`config.mk`:
```
export PLATFORM = sky130hd
export DESIGN_NAME = mvm_uart_host
export DESIGN_NICKNAME = d
export VERILOG_FILES = /design/src/rtl/mvm_uart_host.sv
export SDC_FILE = /design/constraint.sdc
export NUM_CORES = 1
export LEC_CHECK = 0
export BUFFER_PORTS_ARGS = -buffer_cell sky130_fd_sc_hd__clkbuf_2
export CAP_MARGIN = 10
export CORE_MARGIN = 2
export CORE_UTILIZATION = 59
export DETAILED_ROUTE_END_ITERATION = 12
export PLACE_DENSITY_LB_ADDON = 0.08
export SLEW_MARGIN = 20
export SYNTH_ARGS = -nofsm -noshare
export SYNTH_HDL_FRONTEND = slang
export SYNTH_SLANG_ARGS = --single-unit
```
`constraint.sdc`:
```
create_clock -name clk -period 3.25 [get_ports clk]
set_clock_uncertainty 0.15 [all_clocks]
set_input_delay 0.325 -clock clk [delete_from_list [all_inputs] [get_ports clk]]
set_output_delay 0.325 -clock clk [all_outputs]
set_load 0.1 [all_outputs]
```
`src/rtl/mvm_uart_host.sv`:
```
// Host-side initiator for the MVM-over-UART accelerator: sends one packed operand word
// as 8N1 frames on tx, then collects the result bytes from rx or reports timeout/framing error.
//
// state     | meaning
// S_IDLE    | waiting for an operand word, s_ready high
// S_TX      | shifting operand bytes out on tx, LSB byte first
// S_RX_WAIT | line idle, waiting for a start bit; timeout running
// S_RX_BYTE | start-bit check at half period, then mid-bit data and stop sampling
// S_DONE    | result or error presented on m_valid until m_ready
module mvm_uart_host #(
    parameter int CLOCKS_PER_PULSE = 2604,
    parameter int BITS_PER_WORD    = 8,
    parameter int R                = 2,
    parameter int C                = 2,
    parameter int W_X              = 4,
    parameter int W_K              = 2,
    parameter int W_Y_OUT          = 8,
    parameter int TIMEOUT_PULSES   = 64,
    localparam int W_IN  = R*C*W_K + C*W_X,
    localparam int W_OUT = R*W_Y_OUT
) (
    input  logic             clk,
    input  logic             rst,
    input  logic             s_valid,
    output logic             s_ready,
    input  logic [W_IN-1:0]  s_data,
    output logic             tx,
    input  logic             rx,
    output logic             m_valid,
    input  logic             m_ready,
    output logic [W_OUT-1:0] m_data,
    output logic             m_error,
    output logic             busy
);
    localparam int N_TX  = (W_IN + BITS_PER_WORD - 1) / BITS_PER_WORD;
    localparam int N_RX  = (W_OUT + BITS_PER_WORD - 1) / BITS_PER_WORD;
    localparam int TXB   = N_TX*BITS_PER_WORD;
    localparam int RXB   = N_RX*BITS_PER_WORD;
    localparam int TW    = (CLOCKS_PER_PULSE > 2) ? $clog2(CLOCKS_PER_PULSE) : 1;
    localparam int OW    = $clog2(TIMEOUT_PULSES*CLOCKS_PER_PULSE + 1);
    localparam int BW    = $clog2(BITS_PER_WORD + 2);
    localparam int IW    = $clog2(((N_TX > N_RX) ? N_TX : N_RX) + 1);

    localparam logic [TW-1:0] BIT_LAST = TW'(CLOCKS_PER_PULSE - 1);
    localparam logic [TW-1:0] BIT_HALF = TW'(CLOCKS_PER_PULSE/2 - 1);
    localparam logic [OW-1:0] TO_LAST  = OW'(TIMEOUT_PULSES*CLOCKS_PER_PULSE - 1);
    localparam logic [BW-1:0] BIT_STOP = BW'(BITS_PER_WORD + 1);
    localparam logic [BW-1:0] BIT_DATA = BW'(BITS_PER_WORD);
    localparam logic [IW-1:0] TX_LAST  = IW'(N_TX - 1);
    localparam logic [IW-1:0] RX_LAST  = IW'(N_RX - 1);

    typedef enum logic [2:0] {S_IDLE, S_TX, S_RX_WAIT, S_RX_BYTE, S_DONE} state_t;

    state_t                   state;
    logic [TXB-1:0]           tx_buf;
    logic [RXB-1:0]           rx_buf;
    logic [BITS_PER_WORD-1:0] rx_shift;
    logic [TW-1:0]            bit_timer;
    logic [OW-1:0]            to_timer;
    logic [BW-1:0]            bit_idx;
    logic [IW-1:0]            byte_idx;
    logic                     rx_meta, rx_sync;

    assign m_data = rx_buf[W_OUT-1:0];

    always_ff @(posedge clk) begin
        if (rst) begin
            state     <= S_IDLE;
            tx_buf    <= '0;
            rx_buf    <= '0;
            rx_shift  <= '0;
            bit_timer <= '0;
            to_timer  <= '0;
            bit_idx   <= '0;
            byte_idx  <= '0;
            rx_meta   <= 1'b1;
            rx_sync   <= 1'b1;
            tx        <= 1'b1;
            s_ready   <= 1'b0;
            m_valid   <= 1'b0;
            m_error   <= 1'b0;
            busy      <= 1'b0;
        end else begin
            rx_meta <= rx;
            rx_sync <= rx_meta;
            case (state)
                S_IDLE: begin
                    tx      <= 1'b1;
                    s_ready <= 1'b1;
                    if (s_valid && s_ready) begin
                        tx_buf    <= TXB'(s_data);
                        rx_buf    <= '0;
                        tx        <= 1'b0;
                        bit_timer <= BIT_LAST;
                        bit_idx   <= '0;
                        byte_idx  <= '0;
                        s_ready   <= 1'b0;
                        busy      <= 1'b1;
                        state     <= S_TX;
                    end
                end
                S_TX: begin
                    if (bit_timer != '0) begin
                        bit_timer <= bit_timer - 1'b1;
                    end else begin
                        bit_timer <= BIT_LAST;
                        if (bit_idx == BIT_STOP) begin
                            bit_idx <= '0;
                            if (byte_idx == TX_LAST) begin
                                byte_idx <= '0;
                                to_timer <= TO_LAST;
                                state    <= S_RX_WAIT;
                            end else begin
                                byte_idx <= byte_idx + 1'b1;
                                tx       <= 1'b0;
                            end
                        end else begin
                            bit_idx <= bit_idx + 1'b1;
                            // tx_buf shifts one bit per data bit, so the next byte lands at the bottom
                            if (bit_idx < BIT_DATA) begin
                                tx     <= tx_buf[0];
                                tx_buf <= tx_buf >> 1;
                            end else begin
                                tx <= 1'b1;
                            end
                        end
                    end
                end
                S_RX_WAIT: begin
                    if (to_timer != '0)
                        to_timer <= to_timer - 1'b1;
                    if (!rx_sync) begin
                        bit_timer <= BIT_HALF;
                        bit_idx   <= '0;
                        state     <= S_RX_BYTE;
                    end else if (to_timer == '0) begin
                        m_valid <= 1'b1;
                        m_error <= 1'b1;
                        state   <= S_DONE;
                    end
                end
                S_RX_BYTE: begin
                    // a rejected glitch returns to RX_WAIT with the idle time still counted
                    if (to_timer != '0)
                        to_timer <= to_timer - 1'b1;
                    if (bit_timer != '0) begin
                        bit_timer <= bit_timer - 1'b1;
                    end else begin
                        bit_timer <= BIT_LAST;
                        if (bit_idx == '0) begin
                            if (rx_sync)
                                state <= S_RX_WAIT;
                            else
                                bit_idx <= bit_idx + 1'b1;
                        end else if (bit_idx != BIT_STOP) begin
                            rx_shift <= {rx_sync, rx_shift[BITS_PER_WORD-1:1]};
                            bit_idx  <= bit_idx + 1'b1;
                        end else begin
                            for (int i = 0; i < N_RX; i++)
                                if (byte_idx == IW'(i))
                                    rx_buf[i*BITS_PER_WORD +: BITS_PER_WORD] <= rx_shift;
                            bit_idx <= '0;
                            if (!rx_sync) begin
                                m_valid <= 1'b1;
                                m_error <= 1'b1;
                                state   <= S_DONE;
                            end else if (byte_idx == RX_LAST) begin
                                m_valid <= 1'b1;
                                m_error <= 1'b0;
                                state   <= S_DONE;
                            end else begin
                                byte_idx <= byte_idx + 1'b1;
                                to_timer <= TO_LAST;
                                state    <= S_RX_WAIT;
                            end
                        end
                    end
                end
                S_DONE: begin
                    if (m_ready) begin
                        m_valid <= 1'b0;
                        m_error <= 1'b0;
                        s_ready <= 1'b1;
                        busy    <= 1'b0;
                        state   <= S_IDLE;
                    end
                end
                default: state <= S_IDLE;
            endcase
        end
    end
endmodule

```
==> flow_summary.ini, run 1 <==
[run_status]
outcome = finished, final reports clean

[clock_network]
clk_pin_slew_ns = 0.10
clk-insertion-delay-late_ns = 0.37
ctsHtreeMaxLevel = 3
clockRootBuffer = clkbuf_8
clock_path_buffers = 2
tritoncts.num_buffers = 9
cts_setup_buffers = 0
cts_tree = done
cts_sinks = 86

[critical_path]
worst-path-buf-inv = 0
critPathMaxFanout = 27
cp_cell_sequence = nor2b_1 > nand3_1 > o21a_1 > or4b_2 > a21oi_1
critical_path_class = reg -> reg
path_delay_family = simple AND/OR/NAND/NOR gates
slowest_stage = or4b_2
reg2reg_depth = 5
end_kind = register
r2r_start = state[0]$_SDFFE_PP0P_
start_kind = register
crit_arrival_ns = 2.99
reg2reg_slack_ns = 0.42
r2r-end = to_timer[10]$_SDFFE_PP0P_
worstPathRequired_ns = 3.40
slowest_delay_ns = 0.74

[cells_and_area]
diodes = 0
fin_nets = 579
drive_above_1_share_pct = 17.5
fin_area_um2 = 4840
finish.utilization_pct = 67.5
syn2layout_area_growth_pct = 11.8

[grt]
grt-ovfl-total = 0
grt_pass1_wl_mm = 16.6
grt_pass1_vias = 3544
grt_usage_pct = 25.8
antenna_found_initial = 0
grt_max_degree = 30

[routing]
dr.max_layer_used = met4
drt-initial-drc-count = 216
wl_met1_mm = 4.72
wl_per_cell_um = 15.2
wirelength_mm = 9.91
ant_nets = 0
met2_length_mm = 4.57
drcViolationCount = 0
vias_per_cell = 6.12
wl_met3_um = 435
vias = 4001
dr.pass1.iters = 5

[power]
vdd_drop_max_v = 0.000700
power.leakage_nw = 1.82
power.density_nw_per_um2 = 968

[floorplan]
start_util_pct = 60.3
die_w_um = 89.7
core_region_area_um2 = 7180
fp-row-count = 31
fp.dieH_um = 89.7
io-pin-count = 42
die_area_um2 = 8040

[yosys]
yosysMostFrequentCell = dfxtp_1
yosysTopAreaCellShare_pct = 39.8
synth_warnings = 0
synthCells = 521
syn-mean-instance-area_um2 = 8.31
ys_ff_latch = 86
ys_top_cells_by_area = dfxtp_1, mux2i_1, nor2_1, o21ai_0, a21oi_1
async_flop_share_pct = 0
synth_edf_count = 0
ys_seq_area_share_pct = 39.8
mappedNetlistArea_um2 = 4330
synthTopCellsByCount = dfxtp_1, nor2_1, o21ai_0
synth_cell_types = 58
synth-main-ff-cell = dfxtp_1
syn-num-nets = 550
yosys.area.top_type = dfxtp_1

[timing]
hold_violations = 0
tightest_slew_ns = 0.796
max_freq_mhz = 353
finalSetupViolCount = 0
layout_min_cycle_time_ns = 2.83
slew_viol_final = 0
post-route-period-util_pct = 87.1
finalSetupTns_ns = 0
hold_ws_ns = 0.0633
rsz0062_at_grt = no
slew_headroom_pct = 47.0

[hold_path]
min_path_cells = 3
worst_hold_path_type = in -> reg
holdPathEnd = tx_buf[7]$_SDFFE_PP0P_
worstHoldStart = s_data[7]

[place]
io_buffers = 41
detailed_place_hpwl_mm = 6.75
placedInstanceArea_um2 = 4630
gp_congestion = 0.912

[flow_run]
maxCapViolCount = 0
[metal layers]
layer | track usage (%) | vias up
met1 | 36.4 | 1895
met2 | 39.3 | 104
met4 | 9.77 | 0
li1 | - | 1981
met5 | 0 | -
met3 | 4.84 | 21
[worst max path at each step]
stage                               start                   endpoint  slack, ns  cells after the start
floorplan            s_ready$_SDFFE_PP0P_     tx_buf[0]$_SDFFE_PP0P_       0.41                      6
CTS                 state[0]$_SDFFE_PP0P_  to_timer[10]$_SDFFE_PP0P_       0.44                      5
detailed placement  state[0]$_SDFFE_PP0P_  to_timer[10]$_SDFFE_PP0P_       0.48                      5
finish              state[0]$_SDFFE_PP0P_  to_timer[10]$_SDFFE_PP0P_       0.42                      5
global route        state[0]$_SDFFE_PP0P_  to_timer[10]$_SDFFE_PP0P_       0.21                      5
global placement    state[0]$_SDFFE_PP0P_  to_timer[10]$_SDFFE_PP0P_       0.61                      5
[power by group]
group	internal [W]	switching [W]	leakage [nW]
sequential	0.00131	0.000244	0.700
clock	0.000304	0.000445	0.101
combinational	0.000823	0.00156	1.02
total	0.00244	0.00225	1.82
[cells in the final DEF, fill, tap and decap left out, types with 3 or more instances in the layout]
cell type  synthesis  final
or2_2              4      4
a311oi_1          16     16
nor2_1            63     63
and2_1             9      9
inv_6              0      3
a31oi_1           16     16
mux2_2             3      3
clkbuf_2           0     41
nand3_1           11     11
or3_2              3      3
a21oi_1           32     32
nor4_1             7      7
clkbuf_8           0      9
or3_1              7      7
o31ai_1            9      9
ha_1               8      8
nand2_1           34     34
nor2b_1            3      3
and4_1             3      3
nand3b_1           5      5
buf_4              0     15
nor3_1            12     12
or4_1             10     10
nand4_1            6      6
o211ai_1           6      6
dfxtp_1           86     86
o21ai_0           36     36
a2111oi_0          3      3
inv_1             16     16
mux2i_1           25     25
o41ai_1            3      3
o21a_1             3      3
nand2b_1           5      5
[worst register-to-register path, stage by stage, from the launching register on]
cell and delay, ns:
dfxtp_1 0.66, nor2b_1 0.38, nand3_1 0.19, o21a_1 0.49, or4b_2 0.74, a21oi_1 0.15
[registers in the layout (all words and copies together) (netlist names), 2 cells and up]
signal     cells
bit_idx        4
tx_buf        16
rx_shift       8
bit_timer     12
state          3
byte_idx       2
to_timer      18
m_data        16
[timing repair]
action / in CTS / in global routing
hold endpoints to repair: 1 / 0
hold buffers: 1 / 0
gates resized for setup: 0 / 0
endpoints found under the setup margin: 0 / 0
[cells by family (layout without fill, tap and decap cells)]
group                    count (synthesis)  in the layout  share of synthesized area, %
AO/OA/AOI/OAI                          146            146                          22.5
AND/OR/NAND/NOR                        198            198                          23.9
buffers and inverters                   55             89                          4.94
flip-flops                              86             86                          39.8
adder cells (fa/ha/maj)                  8              8                          2.31
multiplexers                            28             28                          6.56
[cell type report]
type                            instances  area (um2)
Sequential cell                        86        1720
Timing Repair Buffer                   57         328
Multi-Input combinational cell        380        2410
Fill cell                             624        2330
Clock buffer                            9         124
Inverter                               16        60.1
Clock inverter                          7        73.8
Tap cell                               99         124
[through the flow]
step	instances	total power, W	setup slack (ns)
6_report	654	0.00469	0.418
5_1_grt	654	0.00506	0.207
4_1_cts	654	0.00467	0.444
3_5_place_dp	637	0.00391	0.480
3_3_place_gp	637	0.00387	0.610
2_1_floorplan	521	0.00338	0.413
Note: power is estimated with default switching activity, not from simulation.
==> inputs of run 2 (changes only) <==
Settings changed: CELL_PAD_IN_SITES_DETAIL_PLACEMENT from default to 0, CELL_PAD_IN_SITES_GLOBAL_PLACEMENT from default to 1, CORE_UTILIZATION 59 to 44.
==> run 2 against run 1 <==
  * Cell count increased by 5.4%
  * Die area up 32%
  * Sequential power shrank 3%
  * Global-route usage shrank 5.6 points
  * Combinational power rose by 2%
  * Sequential cell count unchanged
  * Routed wire length is 3.0% higher
  * Via count is 3.4% lower
  * Clock power up 1%
  * Cell area is 0.93% higher
  * Utilization decreased by 17 points
==> flow_summary.ini, run 2 (synthesized netlist as in run 1, its figures left out) <==
[grt]
antenna_found_initial = 0
grt-ovfl-total = 0
grt_pass1_wl_mm = 17.3
grt_max_degree = 34
grt_usage_pct = 20.2
grt_pass1_vias = 3456

[timing]
finalSetupViolCount = 0
finalSetupTns_ns = 0
max_freq_mhz = 364
hold_violations = 0
tightest_slew_ns = 0.758
rsz0062_at_grt = no
slew_viol_final = 0
hold_ws_ns = 0.0638
layout_min_cycle_time_ns = 2.74
slew_headroom_pct = 49.5
post-route-period-util_pct = 84.4

[place]
placed_cells = 672
io_buffers = 41
gp_congestion = 0.800
detailed_place_hpwl_mm = 7.04

[power]
power.total_w = 0.00469
vdd_drop_max_v = 0.000524
power.density_nw_per_um2 = 959
power.leakage_nw = 1.83

[cells_and_area]
largest_register_ffs = 18
fin_nets = 580
top_register = to_timer
diodes = 0
final_common_cell = dfxtp_1
instances_no_fill = 689
seq_area_um2 = 1720
syn2layout_area_growth_pct = 12.9
multi_input_area_um2 = 2410
final_cell_mix = dfxtp_1, nor2_1, clkbuf_2
finish.utilization_pct = 50.7
drive_above_1_share_pct = 17.6
n_fill_cell = 991

[floorplan]
core_region_area_um2 = 9640
fp-row-count = 36
io-pin-count = 42
die_w_um = 103
fp.dieH_um = 103
die_area_um2 = 10600
start_util_pct = 44.9

[critical_path]
critical_path_class = reg -> reg
critPathMaxFanout = 27
crit_arrival_ns = 2.90
start_kind = register
end_kind = register
worstPathRequired_ns = 3.41

[routing]
drcViolationCount = 0
vias_per_cell = 5.61
drt-initial-drc-count = 267
wirelength_mm = 10.2
wl_per_cell_um = 14.8
vias = 3866
dr.pass1.iters = 4
ant_nets = 0

[clock_network]
cts_tree = done
cts_sinks = 86
ctsHtreeMaxLevel = 3
cts_setup_buffers = 0
clk-insertion-delay-late_ns = 0.37
clk_pin_slew_ns = 0.10
clock_path_buffers = 2
clockRootBuffer = clkbuf_8
tritoncts.num_buffers = 9

[run_status]
outcome = finished, final reports clean

[flow_run]
maxCapViolCount = 0

[hold_path]
worst_hold_path_type = in -> reg
-- run 2: final timing paths --
path	end	slack [ns]	startpoint	depth (start not counted)
setup / recovery	to_timer[10]$_SDFFE_PP0P_	0.51	bit_idx[0]$_SDFFE_PP0P_	6
hold / removal	tx_buf[6]$_SDFFE_PP0P_	0.06	s_data[6]	3
setup reg to reg	to_timer[10]$_SDFFE_PP0P_	0.51	bit_idx[0]$_SDFFE_PP0P_	6
hold reg to reg	rx_sync$_SDFF_PP1_	0.27	rx_meta$_SDFF_PP1_	1
-- run 2: final cells by class --
| class | count | share of cell area (%) |
|---|---|---|
| Multi-Input combinational cell | 380 | 49.3 |
| Sequential cell | 86 | 35.2 |
| Timing Repair Buffer | 58 | 6.86 |
| Tap cell | 133 | 3.41 |
| Clock inverter | 7 | 1.41 |
| Clock buffer | 9 | 2.53 |
| Inverter | 16 | 1.23 |
-- run 2: repair_timing --
| action | 4_1_cts | 5_1_grt |
|---|---|---|
| hold buffers | 1 | 0 |
| hold endpoints to repair | 1 | 0 |
| gates resized for setup | 0 | 0 |
-- run 2: critical path, cell delays in order, from the launching register on --
cell and delay [ns]:
dfxtp_1 0.41, ha_1 0.19, and3b_1 0.37, nand3_1 0.20, o21a_1 0.48, or4b_2 0.73, a21oi_1 0.16
-- run 2: routing by layer --
layer | wire [um] | part of all wire, % | global-route usage (%) | up-vias
li1 | - | - | - | 1990
met1 | 5240 | 51 | 29.2 | 1801
met2 | 4520 | 44 | 30.3 | 64
met3 | 321 | 3.1 | 4.77 | 11
met4 | 123 | 1.2 | 5.47 | 0
met5 | 0 | 0 | 0 | -
-- run 2: stage by stage --
stage,cell area [um2],worst slack [ns]
after floorplan,4330,0.413
after global placement,4680,0.592
after detailed placement,4680,0.510
after CTS,4890,0.504
after global routing,4890,0.303
final,4890,0.506
-- run 2: power by group --
group	switching (W)	internal, W	total (W)	leakage, nW
combinational	0.00159	0.000830	0.00242	1.02
clock	0.000453	0.000305	0.000759	0.101
sequential	0.000202	0.00131	0.00151	0.700
==> inputs of run 3 (changes only) <==
Clock period 3.25 ns to 2.6 ns, I/O delays scaled along.
==> run 3 against run 2 <==
  * Clock-buffer cell count unchanged
  * Cell area grew 5.7%
  * Sequential cell count stayed put
  * Total power grew 34%
  * Utilization grew 2.9 points
  * Global-route usage grew 0.56 points
  * Sequential share of layout area shrank 1.9 points
  * Die area is the same
  * Via count grew 3.9%
  * Routed wire length grew 3.2%
  * Critical endpoint is now to_timer[16]$_SDFFE_PP0P_
==> flow_summary.ini, run 3 (synthesized netlist as in run 1, its figures left out) <==
[critical_path]
path_delay_family = simple AND/OR/NAND/NOR gates
critPathMaxFanout = 6
r2r_start = to_timer[8]$_SDFFE_PP0P_
path_depth = 5
slowest_delay_ns = 0.56
r2r-end = to_timer[16]$_SDFFE_PP0P_
critical_path_class = reg -> reg
crit_arrival_ns = 2.64
reg2reg_depth = 5
worst-path-buf-inv = 0
slowest_stage = or4_4
cp_cell_sequence = or4_4 > or2_4 > or4_1 > or4b_1 > a21oi_1
reg2reg_slack_ns = 0.11
crit_path_end = to_timer[16]$_SDFFE_PP0P_
end_kind = register
worstPathRequired_ns = 2.75
cp-startpoint = to_timer[8]$_SDFFE_PP0P_
start_kind = register

[grt]
grt_usage_pct = 20.8
grt_pass1_vias = 3660
grt_pass1_wl_mm = 17.5
grt-ovfl-total = 0
grt_max_degree = 34
antenna_found_initial = 0

[timing]
layout_min_cycle_time_ns = 2.49
finalSetupViolCount = 0
finalSetupTns_ns = 0
max_freq_mhz = 402
tightest_slew_ns = 0.742
slew_viol_final = 0
hold_violations = 0
slew_headroom_pct = 50.5
post-route-period-util_pct = 95.6
rsz0062_at_grt = no

[routing]
wl_met1_mm = 5.27
ant_nets = 0
drcViolationCount = 0
drt-initial-drc-count = 220
dr.pass1.iters = 5
wl_met3_um = 477
dr.max_layer_used = met4
wl_per_cell_um = 14.6
vias = 4017
vias_per_cell = 5.57
wirelength_mm = 10.5
met2_length_mm = 4.63

[clock_network]
tritoncts.num_buffers = 9
clk_pin_slew_ns = 0.09
clk-insertion-delay-late_ns = 0.37
clockRootBuffer = clkbuf_8
clock_path_buffers = 2
cts_sinks = 86
ctsHtreeMaxLevel = 3
cts_tree = done

[cells_and_area]
seq_area_um2 = 1720
largest_register_ffs = 18
diodes = 0
instances_no_fill = 721
final_common_cell = dfxtp_1
top_register = to_timer
final_cell_mix = dfxtp_1, nor2_1, clkbuf_2
drive_above_1_share_pct = 21.1
multi_input_area_um2 = 2410
n_fill_cell = 983
syn2layout_area_growth_pct = 19.3
fin_nets = 612

[power]
p_seq_share_pct = 30.4
power.leakage_nw = 1.98
p_sw_w = 0.00284
p_int_w = 0.00342
p_clk_share_pct = 15.8
p_sw_share_pct = 45.4
comb_power_share_pct = 53.8
vdd_drop_max_v = 0.000713
power.density_nw_per_um2 = 1210

[floorplan]
die_w_um = 103
core_region_area_um2 = 9640
die_area_um2 = 10600
io-pin-count = 42
fp-row-count = 36
fp.dieH_um = 103
start_util_pct = 44.9

[flow_run]
maxCapViolCount = 0

[place]
placed_cells = 695
io_buffers = 41
gp_congestion = 0.840
detailed_place_hpwl_mm = 7.39

[hold_path]
worst_hold_path_type = in -> reg

[run_status]
outcome = finished, final reports clean
==> run 3: changes by cell type in the layout (fill, tap and decap cells not counted), sizes merged <==
cell	before	now
bufinv	0	1
dlygate4sd3	1	10
inv	23	20
clkinv	0	2
buf	16	39
==> run 3: area by class of cell <==
cell class / count / area share [%]
multi-input cells: 380 / 46.8
repair buffers: 90 / 11.6
clock inverters: 7 / 1.53
well taps: 133 / 3.22
inverters: 16 / 1.16
clock buffers: 9 / 2.40
flip-flops and latches: 86 / 33.4
==> run 3: how the worst min path moves through the flow <==
stage | start | to | slack, ns | cells past startpoint
2_1_floorplan | rx | rx_meta$_SDFF_PP1_ | 0.21 | 1
3_5_place_dp | rx_meta$_SDFF_PP1_ | rx_sync$_SDFF_PP1_ | 0.24 | 1
6_report | s_data[1] | tx_buf[1]$_SDFFE_PP0P_ | 0.02 | 3
5_1_grt | s_data[1] | tx_buf[1]$_SDFFE_PP0P_ | 0.02 | 3
3_3_place_gp | rx_meta$_SDFF_PP1_ | rx_sync$_SDFF_PP1_ | 0.24 | 1
4_1_cts | s_data[2] | tx_buf[2]$_SDFFE_PP0P_ | 0.0009 | 3
==> run 3: per-stage QoR <==
| step | hold slack (ns) | area, um2 | setup slack, ns | total power (W) | utilization [%] |
|---|---|---|---|---|---|
| 5_1_grt | 0.0247 | 5160 | 0.00616 | 0.00679 | 53.6 |
| 3_5_place_dp | 0.245 | 4860 | 0.0390 | 0.00522 | 50.4 |
| 4_1_cts | 0.000903 | 5160 | 0.0204 | 0.00625 | 53.5 |
| 6_report | 0.0152 | 5160 | 0.113 | 0.00626 | 53.6 |
| 2_1_floorplan | 0.214 | 4330 | 0.122 | 0.00422 | - |
| 3_3_place_gp | 0.242 | 4860 | 0.0827 | 0.00520 | 50.4 |
==> run 3: worst reg2reg max path, stage by stage (launching register included) <==
cell and delay [ns]:
dfxtp_1 0.32, or4_4 0.56, or2_4 0.30, or4_1 0.49
or4b_1 0.48, a21oi_1 0.14
==> run 3: power groups by stage <==
stage,clock (W),sequential [W],combinational (W)
2_1_floorplan,0,0.00202,0.00220
3_3_place_gp,0,0.00192,0.00328
3_5_place_dp,0,0.00193,0.00330
4_1_cts,0.00102,0.00190,0.00333
5_1_grt,0.00107,0.00195,0.00377
6_report,0.000990,0.00190,0.00336
==> run 3: what timing repair did <==
action	CTS	global route
gates resized for setup	0	3
hold endpoints to repair	10	0
endpoints found under the setup margin	0	5
setup buffers	0	0
hold buffers	10	0
==> run 3: routing by layer <==
metal | GRT usage (%) | vias up
li1 | - | 2051
met1 | 29.3 | 1875
met2 | 31.4 | 75
met3 | 4.17 | 16
met4 | 7.79 | 0
met5 | 0 | -
